### config.mk
export PLATFORM = sky130hd
export DESIGN_NAME = hps_pio_bridge
export DESIGN_NICKNAME = d
export VERILOG_FILES = /design/src/rtl/hps_pio_bridge.sv
export SDC_FILE = /design/constraint.sdc
export NUM_CORES = 1
export LEC_CHECK = 0
export ABC_AREA = 0
export BUFFER_PORTS_ARGS = -buffer_cell sky130_fd_sc_hd__buf_2
export CAP_MARGIN = 20
export CORE_ASPECT_RATIO = 1.4
export CORE_MARGIN = 2
export CORE_UTILIZATION = 27
export CTS_BUF_LIST = sky130_fd_sc_hd__clkbuf_8
export DETAILED_ROUTE_END_ITERATION = 8
export GPL_TIMING_DRIVEN = 0
export SYNTH_ARGS = -nofsm -noshare
export SYNTH_HDL_FRONTEND = slang
export SYNTH_SLANG_ARGS = --single-unit
### constraint.sdc
create_clock -name CLOCK_50 -period 7 [get_ports CLOCK_50]
set_input_delay 0 -clock CLOCK_50 [delete_from_list [all_inputs] [get_ports CLOCK_50]]
set_output_delay 0 -clock CLOCK_50 [all_outputs]
set_load 0.01 [all_outputs]
### src/rtl/hps_pio_bridge.sv
// hps_pio_bridge
// Bridges NUM_CH asynchronous four-phase activate/ack handshakes from the HPS
// onto one internal write bus in the CLOCK_50 domain. Each channel keeps its
// own captured address/data. A channel can optionally generate its own address
// with auto-increment, so the HPS can stream data without rewriting hps_addr.
// Channels contend for the bus by fixed priority, with channel 0 highest.
//
// Ports
//   CLOCK_50      system clock
//   hps_reset     asynchronous, active-high reset
//   hps_activate  per-channel request level from the HPS (asynchronous)
//   hps_burst     per-channel mode, sampled at capture: 1 = auto-increment address
//   hps_addr      shared HPS address
//   hps_data      shared HPS write data
//   wr_ready      per-consumer ready; a channel is granted only while its bit is high
//   clr_err       synchronous clear of err_abort
//   hps_ack       per-channel acknowledge back to the HPS
//   wr_en         one-hot, single-cycle write strobe
//   wr_addr       write address, qualified by wr_en, held otherwise
//   wr_data       write data, qualified by wr_en, held otherwise
//   err_abort     sticky per-channel flag: activate dropped before ack
//   write_count   total writes issued, wraps modulo 2^CNT_W
module hps_pio_bridge #(
  parameter int NUM_CH      = 2,
  parameter int ADDR_W      = 15,
  parameter int DATA_W      = 32,
  parameter int SYNC_STAGES = 2,
  parameter int CNT_W       = 16
) (
  input  logic              CLOCK_50,
  input  logic              hps_reset,
  input  logic [NUM_CH-1:0] hps_activate,
  input  logic [NUM_CH-1:0] hps_burst,
  input  logic [ADDR_W-1:0] hps_addr,
  input  logic [DATA_W-1:0] hps_data,
  input  logic [NUM_CH-1:0] wr_ready,
  input  logic              clr_err,
  output logic [NUM_CH-1:0] hps_ack,
  output logic [NUM_CH-1:0] wr_en,
  output logic [ADDR_W-1:0] wr_addr,
  output logic [DATA_W-1:0] wr_data,
  output logic [NUM_CH-1:0] err_abort,
  output logic [CNT_W-1:0]  write_count
);

  typedef enum logic [1:0] {
    IDLE = 2'd0,
    PEND = 2'd1,
    ACK  = 2'd2
  } ch_state_t;

  ch_state_t state      [NUM_CH];
  ch_state_t state_next [NUM_CH];

  logic [NUM_CH-1:0] sync_q [SYNC_STAGES];
  logic [NUM_CH-1:0] s, s_d, rise, fall;

  logic [ADDR_W-1:0] cap_addr  [NUM_CH];
  logic [DATA_W-1:0] cap_data  [NUM_CH];
  logic [ADDR_W-1:0] next_addr [NUM_CH];
  logic [ADDR_W-1:0] prev_next [NUM_CH];
  logic [ADDR_W-1:0] capt_addr [NUM_CH];

  logic [NUM_CH-1:0] capture, abort, eligible, grant;
  logic [ADDR_W-1:0] sel_addr;
  logic [DATA_W-1:0] sel_data;

  // Synchroniser chain, plus one extra flop so edges of the synchronised level
  // can be detected.
  always_ff @(posedge CLOCK_50 or posedge hps_reset) begin
    if (hps_reset) begin
      for (int k = 0; k < SYNC_STAGES; k++) sync_q[k] <= '0;
      s_d <= '0;
    end else begin
      sync_q[0] <= hps_activate;
      for (int k = 1; k < SYNC_STAGES; k++) sync_q[k] <= sync_q[k-1];
      s_d <= s;
    end
  end

  assign s    = sync_q[SYNC_STAGES-1];
  assign rise = s & ~s_d;
  assign fall = ~s & s_d;

  always_ff @(posedge CLOCK_50 or posedge hps_reset) begin
    if (hps_reset) begin
      for (int i = 0; i < NUM_CH; i++) state[i] <= IDLE;
    end else begin
      for (int i = 0; i < NUM_CH; i++) state[i] <= state_next[i];
    end
  end

  always_comb begin
    capture  = '0;
    abort    = '0;
    eligible = '0;
    grant    = '0;
    sel_addr = wr_addr;
    sel_data = wr_data;
    for (int i = 0; i < NUM_CH; i++) begin
      state_next[i] = state[i];
      capt_addr[i]  = hps_burst[i] ? next_addr[i] : hps_addr;
      capture[i]    = (state[i] == IDLE) && rise[i];
      abort[i]      = (state[i] == PEND) && fall[i];
      // A channel whose activate is already falling aborts, so it must not win the bus.
      eligible[i]   = (state[i] == PEND) && wr_ready[i] && !fall[i];
    end

    // Isolate the lowest set bit, so the lowest-index eligible channel wins.
    grant = eligible & (~eligible + NUM_CH'(1));

    for (int i = 0; i < NUM_CH; i++) begin
      if (grant[i]) begin
        sel_addr = cap_addr[i];
        sel_data = cap_data[i];
      end
      case (state[i])
        IDLE: if (capture[i]) state_next[i] = PEND;
        PEND: begin
          if (abort[i])      state_next[i] = IDLE;
          else if (grant[i]) state_next[i] = ACK;
        end
        ACK:  if (fall[i])   state_next[i] = IDLE;
        default:             state_next[i] = IDLE;
      endcase
    end
  end

  // Per-channel capture. prev_next keeps the auto-increment pointer from before
  // the capture, so an aborted request leaves the burst sequence unchanged.
  always_ff @(posedge CLOCK_50 or posedge hps_reset) begin
    if (hps_reset) begin
      for (int i = 0; i < NUM_CH; i++) begin
        cap_addr[i]  <= '0;
        cap_data[i]  <= '0;
        next_addr[i] <= '0;
        prev_next[i] <= '0;
      end
    end else begin
      for (int i = 0; i < NUM_CH; i++) begin
        if (capture[i]) begin
          cap_data[i]  <= hps_data;
          cap_addr[i]  <= capt_addr[i];
          next_addr[i] <= capt_addr[i] + ADDR_W'(1);
          prev_next[i] <= next_addr[i];
        end else if (abort[i]) begin
          next_addr[i] <= prev_next[i];
        end
      end
    end
  end

  // Registered outputs. In err_abort, a set in the same cycle as clr_err wins.
  always_ff @(posedge CLOCK_50 or posedge hps_reset) begin
    if (hps_reset) begin
      hps_ack     <= '0;
      wr_en       <= '0;
      wr_addr     <= '0;
      wr_data     <= '0;
      err_abort   <= '0;
      write_count <= '0;
    end else begin
      for (int i = 0; i < NUM_CH; i++) hps_ack[i] <= (state_next[i] == ACK);
      wr_en <= grant;
      if (|grant) begin
        wr_addr     <= sel_addr;
        wr_data     <= sel_data;
        write_count <= write_count + CNT_W'(1);
      end
      err_abort <= (err_abort & ~{NUM_CH{clr_err}}) | abort;
    end
  end

endmodule

==> run_results.csv, run 1 <==
group,metric,value,unit
clock_tree,h-tree-depth,2,
grt,track_usage,14.34,%
setup_path,path_max_fanout,10,
power,irDropWorstVdd,0.1750,mV
grt,grt.overflow.total,0,
hold_path,hold_end,"cap_addr[17]$_DFFE_PP0P_",
sta,clock_skew,0.01936,ns
routing,vias,7523,
clock_tree,tritoncts,"done",
clock_tree,cts.sinks,233,
grt,grt_max_degree,132,
logic_synthesis,synth.most_common_cell,"dfrtp_1",
setup_path,crit-reg2reg-launch,"state[3]$_DFF_PP0_",
grt,antenna_found_initial,1,
setup_path,path_class,"in -> reg",
hold_path,hold_class,"in -> reg",
logic_synthesis,syn_area,0.01044,mm^2
setup_path,rr_worst_depth,6,
floorplan,core_area,0.03829,mm^2
sta,drv_slew,0,
floorplan,start_util,27.26,%
setup_path,reg2reg_slack,4.45,ns
place,dp_hpwl,19750,um
logic_synthesis,ys_async_sr_fraction,100.0,%
clock_tree,root_buffer,"clkbuf_8",
grt,grt_pass1_vias,8110,
logic_synthesis,synth.top_cells.by_area,"dfrtp_1, mux2_2, mux2i_1, nand2_1, xnor2_1",
clock_tree,cts_buffers,39,
power,pwr-share-clk,25.9,%
routing,firstDrtPassIters,4,
routing,wl_per_cell,17.75,um
floorplan,ios,125,
logic_synthesis,synthCells,869,
routing,drtIter0Drc,294,
setup_path,cp.arrival,3.06,ns
status,status,"finished clean",
setup_path,crit_buf_inv,4,
logic_synthesis,ys_top_cells_by_count,"dfrtp_1, mux2i_1, mux2_2, nand2_1, o21ai_0",
setup_path,cpPeakStageDelay,0.55,ns
logic_synthesis,synth_edf_count,0,
sta,period_minus_slack,2.629,ns
sta,hold_viol,0,
clock_tree,cts_resized,0,
place,portBuffers,121,
setup_path,crit_family,"buffers and inverters",
hold_path,hp-start,"hps_addr[2]",
setup_path,critPathLaunchType,"input pin",
logic_synthesis,syn_nets,928,
power,p_leak,0.005552,uW
setup_path,cp-end-kind,"flip-flop",
sta,final.period_utilization,37.55,%
routing,drc_errors,0,
layout,multiInputGateArea,0.004352,mm^2
layout,drive_gt1_share,28.80,%
layout,final_area,0.01306,mm^2
place,place_area,0.01168,mm^2
sta,rsz0062_at_grt,"no",
flow_run,max_cap_violations,0,
power,comb_power_share,28.6,%
grt,grt_pass1_wl,45150,um
logic_synthesis,yosysTopAreaCell,"dfrtp_1",
setup_path,path_cells,"dlygate4sd3_1 -> buf_6 -> buf_4 -> buf_2 -> mux2_2 -> ha_1 -> nand4_1 -> a22oi_4 -> nand3_2 -> or4_1 -> a31o_1",
setup_path,timing.rr.end,"wr_data[2]$_DFFE_PP0P_",
power,seqPwrFrac,45.5,%
setup_path,cp_slowest_cell,"dlygate4sd3_1",
power,switching_share,32.86,%
clock_tree,clk_path_buf_depth,3,
clock_tree,insertion_delay,0.55,ns
sta,slew_headroom,45.71,%
sta,worstMarginPinSlew,0.8144,ns
routing,finalWirelength,28230,um
sta,max_freq,0.3804,GHz
routing,viasPerCell,4.731,
power,finalPower,5050,uW
place,gp_congestion,0.8348,
layout,syn_to_final_growth,25.13,%
power,internal-power,3390,uW
logic_synthesis,synth_top_area_share,55.86,%
setup_path,worstPathRequired,7.43,ns
logic_synthesis,yosysUniqueCellTypes,53,
floorplan,die_w,170.2,um
logic_synthesis,ys_ff_latch,233,
floorplan,die_y,236.6,um
sta,setup_violations,0,
layout,nFillCells,3857,
layout,regArea,0.005831,mm^2
power,power_switching,1659,uW
floorplan,dieArea,0.04027,mm^2
logic_synthesis,synth_flop_cell,"dfrtp_1",
logic_synthesis,avgSynthCellArea,12.01,um^2
clock_tree,path_clk_slew,0.06,ns
logic_synthesis,ys_seq_area_share,55.86,%
layout,final_nets,1145,
logic_synthesis,ys_warn_count,0,
power,power_density,386.7,mW/mm^2
hold_path,hold_path_depth,3,
floorplan,rows,85,
routing,ant_nets,0,
## power by group through the flow
stage          sequential, uW  clock (uW)  combinational (uW)
2_1_floorplan            2290           0                 924
3_3_place_gp             2290           0                1400
3_5_place_dp             2320           0                1440
4_1_cts                  2300        1350                1470
5_1_grt                  2380        1410                1610
6_report                 2300        1310                1440
## metrics by stage
stage          util [%]  hold slack [ns]  worst slack (ns)  setup TNS [ns]  instances
3_5_place_dp      30.52           0.1128             4.336               0       1470
4_1_cts           34.10          0.01136             4.330               0       1589
3_3_place_gp      30.41           0.1099            -2.097         -477.52       1468
5_1_grt           34.11          0.07023             4.192               0       1590
6_report          34.11          0.04273             4.371               0       1590
2_1_floorplan         -          0.03143            0.6104               0        869
## cells in the final DEF, fill, tap and decap left out, types with 12 or more instances in the layout
cell type      instances
a21oi_1               34
buf_2                145
clkbuf_1              24
clkbuf_8              54
dfrtp_1              233
dlygate4sd3_1         53
inv_1                 12
mux2_2               102
mux2i_1              104
nand2_1               76
nand3_1               19
nor2_1                41
o21ai_0               50
o21ai_1               15
xnor2_1               32
## metal layers
metal	global-route usage (%)	vias to the layer above	share of wire (%)
met5	0	-	0
met4	6.734	0	3.9
met3	2.775	64	4.2
met2	25.76	175	52
met1	16.19	3773	40
li1	-	3511	-
## registers in the layout, indices dropped and copies added, names as in the netlist, 4 cells and up
signal / cells
cap_data: 64
wr_data: 32
cap_addr: 30
next_addr: 30
prev_next: 30
write_count: 16
wr_addr: 15
state: 4
## logic make-up (layout without fill, tap and decap cells)
group / Yosys count / after routing / synth area share (%)
AO/OA/AOI/OAI: 133 / 133 / 7.468
XOR/XNOR: 39 / 39 / 3.273
adder cells (fa/ha/maj): 3 / 3 / 0.3597
buffers and inverters: 56 / 298 / 2.446
flip-flops: 233 / 233 / 55.86
multiplexers: 208 / 208 / 21.19
other: 0 / 1 / 0
AND/OR/NAND/NOR: 197 / 197 / 9.398
## final cells by class
cell class | count | share of cell area, %
buffer | 51 | 1.811
antenna | 1 | 0.01916
multi-input combinational | 580 | 33.32
timing repair buffer | 176 | 8.967
inverter | 5 | 0.2012
sequential | 233 | 44.64
tap | 478 | 4.579
clock buffer | 54 | 5.691
clock inverter | 12 | 0.7664
## how the worst max path moves through the flow
| stage | startpoint | endpoint | slack (ns) | cells after the start |
|---|---|---|---|---|
| floorplan | hps_reset | cap_addr[0]$_DFFE_PP0P_ | 0.61 | 1 |
| global placement | hps_reset | cap_data[20]$_DFFE_PP0P_ | -2.10 | 2 |
| detailed placement | state[3]$_DFF_PP0_ | wr_data[2]$_DFFE_PP0P_ | 4.34 | 6 |
| CTS | state[3]$_DFF_PP0_ | wr_data[2]$_DFFE_PP0P_ | 4.33 | 6 |
| global route | state[3]$_DFF_PP0_ | wr_addr[14]$_DFFE_PP0P_ | 4.19 | 6 |
| finish | hps_burst[0] | next_addr[29]$_DFFE_PP0P_ | 4.37 | 11 |
## worst reg2reg max path: stages, from the launching register on
cell      delay (ns)
dfrtp_1         0.44
nand3b_1        0.26
nor2_2          0.41
clkbuf_1        0.50
clkbuf_1        0.62
nand2_1         0.11
o21ai_0         0.11
## repair_timing
item,4_1_cts,5_1_grt
buffers inserted,0,0
endpoints found under the hold margin,205,0
setup endpoints to repair,0,0
hold buffers,53,0
Note: power is estimated with default switching activity, not from simulation.
==> inputs of run 2 (changes only) <==
==> constraint.sdc (replaced) <==
create_clock -name CLOCK_50 -period 2.1 [get_ports CLOCK_50]
set_input_delay 0 -clock CLOCK_50 [delete_from_list [all_inputs] [get_ports CLOCK_50]]
set_output_delay 0 -clock CLOCK_50 [all_outputs]
set_load 0.01 [all_outputs]
==> run_results.csv, run 2 (synthesis gave the netlist of run 1 again) <==
group,metric,value,unit
layout,largest_register_ffs,64,
setup_path,path_class,"reg -> reg",
clock_tree,clk_path_buf_depth,3,
setup_path,reg2reg_slack,0.10,ns
routing,wl_per_cell,17.49,um
layout,reg_top3,"cap_data x64, wr_data x32",
grt,track_usage,13.92,%
sta,slew_headroom,50.24,%
setup_path,cp_slowest_cell,"or4_1",
power,irDropWorstVdd,0.4059,mV
floorplan,rows,85,
layout,final_cell_mix,"dfrtp_1, buf_2, mux2i_1",
layout,nFillCells,3824,
clock_tree,h-tree-depth,2,
grt,grt-busiest-layer,"met2",
routing,firstDrtPassIters,5,
power,finalPower,16700,uW
setup_path,timing.rr.end,"next_addr[29]$_DFFE_PP0P_",
setup_path,path_max_fanout,4,
setup_path,path_cells,"mux2_4 -> ha_4 -> nand4b_1 -> a22oi_4 -> nand3_2 -> or4_1 -> a31o_1",
sta,setup_tns,0,ns
sta,max_freq,0.5011,GHz
sta,worstMarginPinSlew,0.7439,ns
layout,layout_commonest_cell,"dfrtp_1",
clock_tree,insertion_delay,0.55,ns
status,status,"finished clean",
routing,drc_errors,0,
grt,grt_max_degree,44,
sta,setup_violations,0,
sta,final.period_utilization,95.04,%
clock_tree,root_buffer,"clkbuf_8",
clock_tree,path_clk_slew,0.06,ns
hold_path,hold_path_depth,5,
sta,clock_skew,0.01609,ns
clock_tree,cts.sinks,233,
setup_path,rr_worst_depth,7,
layout,final_util,34.81,%
setup_path,critPathLaunchType,"flip-flop",
floorplan,die_w,170.2,um
place,dp.cells,1475,
place,preCtsSetupSlack,-0.5354,ns
clock_tree,tritoncts,"done",
clock_tree,cts_buffers,39,
setup_path,cp.arrival,2.43,ns
power,p_leak,0.005722,uW
setup_path,cp-end-kind,"flip-flop",
grt,grt_use_met1,17.33,%
setup_path,worstPathRequired,2.53,ns
place,portBuffers,121,
hold_path,hold_class,"in -> reg",
layout,finalNonFillerCells,1610,
floorplan,start_util,27.26,%
grt,grt_pass1_vias,7850,
routing,viasPerCell,4.704,
floorplan,die_y,236.6,um
routing,drtIter0Drc,357,
floorplan,core_area,0.03829,mm^2
layout,syn_to_final_growth,27.70,%
sta,timing.final.ws_setup,0.1042,ns
grt,grt_pass1_wl,43770,um
place,dp_hpwl,19540,um
hold_path,hold_end,"next_addr[18]$_DFFE_PP0P_",
sta,period_minus_slack,1.996,ns
grt,use_met3,2.942,%
grt,grt.overflow.total,0,
hold_path,hp-start,"hps_addr[0]",
layout,largest-register,"cap_data",
place,gp_congestion,0.7799,
floorplan,ios,125,
sta,hold_viol,0,
routing,ant_nets,0,
grt,antenna_found_initial,2,
flow_run,max_cap_violations,0,
floorplan,dieArea,0.04027,mm^2
sta,rsz0062_at_grt,"no",
grt,grt_use_met2,22.94,%
setup_path,crit-reg2reg-launch,"next_addr[15]$_DFFE_PP0P_",
routing,finalWirelength,28160,um
setup_path,cpPeakStageDelay,0.48,ns
layout,final_nets,1163,
sta,drv_slew,0,
power,power_density,1253,mW/mm^2
layout,drive_gt1_share,30.86,%
routing,vias,7573,
[run 2: cell count changes in the layout (fill, tap and decap cells not counted), sizes merged]
cell,change
clkinvlp,+1
clkbuf,-2
buf,+13
dlygate4sd3,+3
bufinv,-1
inv,+4
clkinv,+2
[run 2: worst max path at each step]
stage | depth (start not counted) | startpoint | endpoint | slack (ns)
CTS | 7 | next_addr[15]$_DFFE_PP0P_ | next_addr[29]$_DFFE_PP0P_ | 0.03
finish | 7 | next_addr[15]$_DFFE_PP0P_ | next_addr[29]$_DFFE_PP0P_ | 0.10
global placement | 2 | hps_reset | cap_data[1]$_DFFE_PP0P_ | -2.40
floorplan | 1 | hps_reset | cap_addr[0]$_DFFE_PP0P_ | -0.95
detailed placement | 6 | state[3]$_DFF_PP0_ | wr_addr[12]$_DFFE_PP0P_ | -0.54
global route | 7 | state[0]$_DFF_PP0_ | wr_data[21]$_DFFE_PP0P_ | 0.02
[run 2: worst max-delay path: cells and delay by family, from the launching register on]
kind,cells,cell delay (ns)
and+or+nand+nor,3,0.74
AOI/OAI and AO/OA,2,0.45
DFF,1,0.36
muxes,1,0.18
adders and majority gates,1,0.16
[run 2: layer usage]
metal | vias to the layer above | share of wire (%)
met5 | - | 0.057
met4 | 2 | 3.9
met3 | 60 | 4.8
met2 | 186 | 48
met1 | 3776 | 43
li1 | 3549 | -
[run 2: timing repair]
item | in CTS | in global routing
pin swaps | 2 | 2
hold endpoints to repair | 158 | 0
setup buffers | 4 | 5
cloned | 0 | 1
hold buffers | 56 | 0
endpoints found under the setup margin | 158 | 87
resized for setup | 19 | 11
[run 2: final cells by class]
class,count,area (um^2),area share [%]
diodes,1,2.502,0.01877
plain buffers,51,270.3,2.028
clock buffers,50,688.2,5.163
clock inverters,18,98.84,0.7416
inverters,5,22.52,0.1690
multi-input cells,580,4397,32.99
flip-flops and latches,233,5831,43.74
well taps,478,598.1,4.487
repair buffers,194,1421,10.66
[run 2: stage by stage]
stage	instance area, um^2	hold WS, ns
2_1_floorplan	10460	0.03143
3_3_place_gp	11660	0.1099
3_5_place_dp	11800	0.05053
4_1_cts	13220	0.01356
5_1_grt	13330	0.07627
6_report	13330	0.04262
[run 2: report_power, final]
part	internal (uW)	switching, uW
logic	2470	2420
clock network	2250	1860
registers	6410	1280
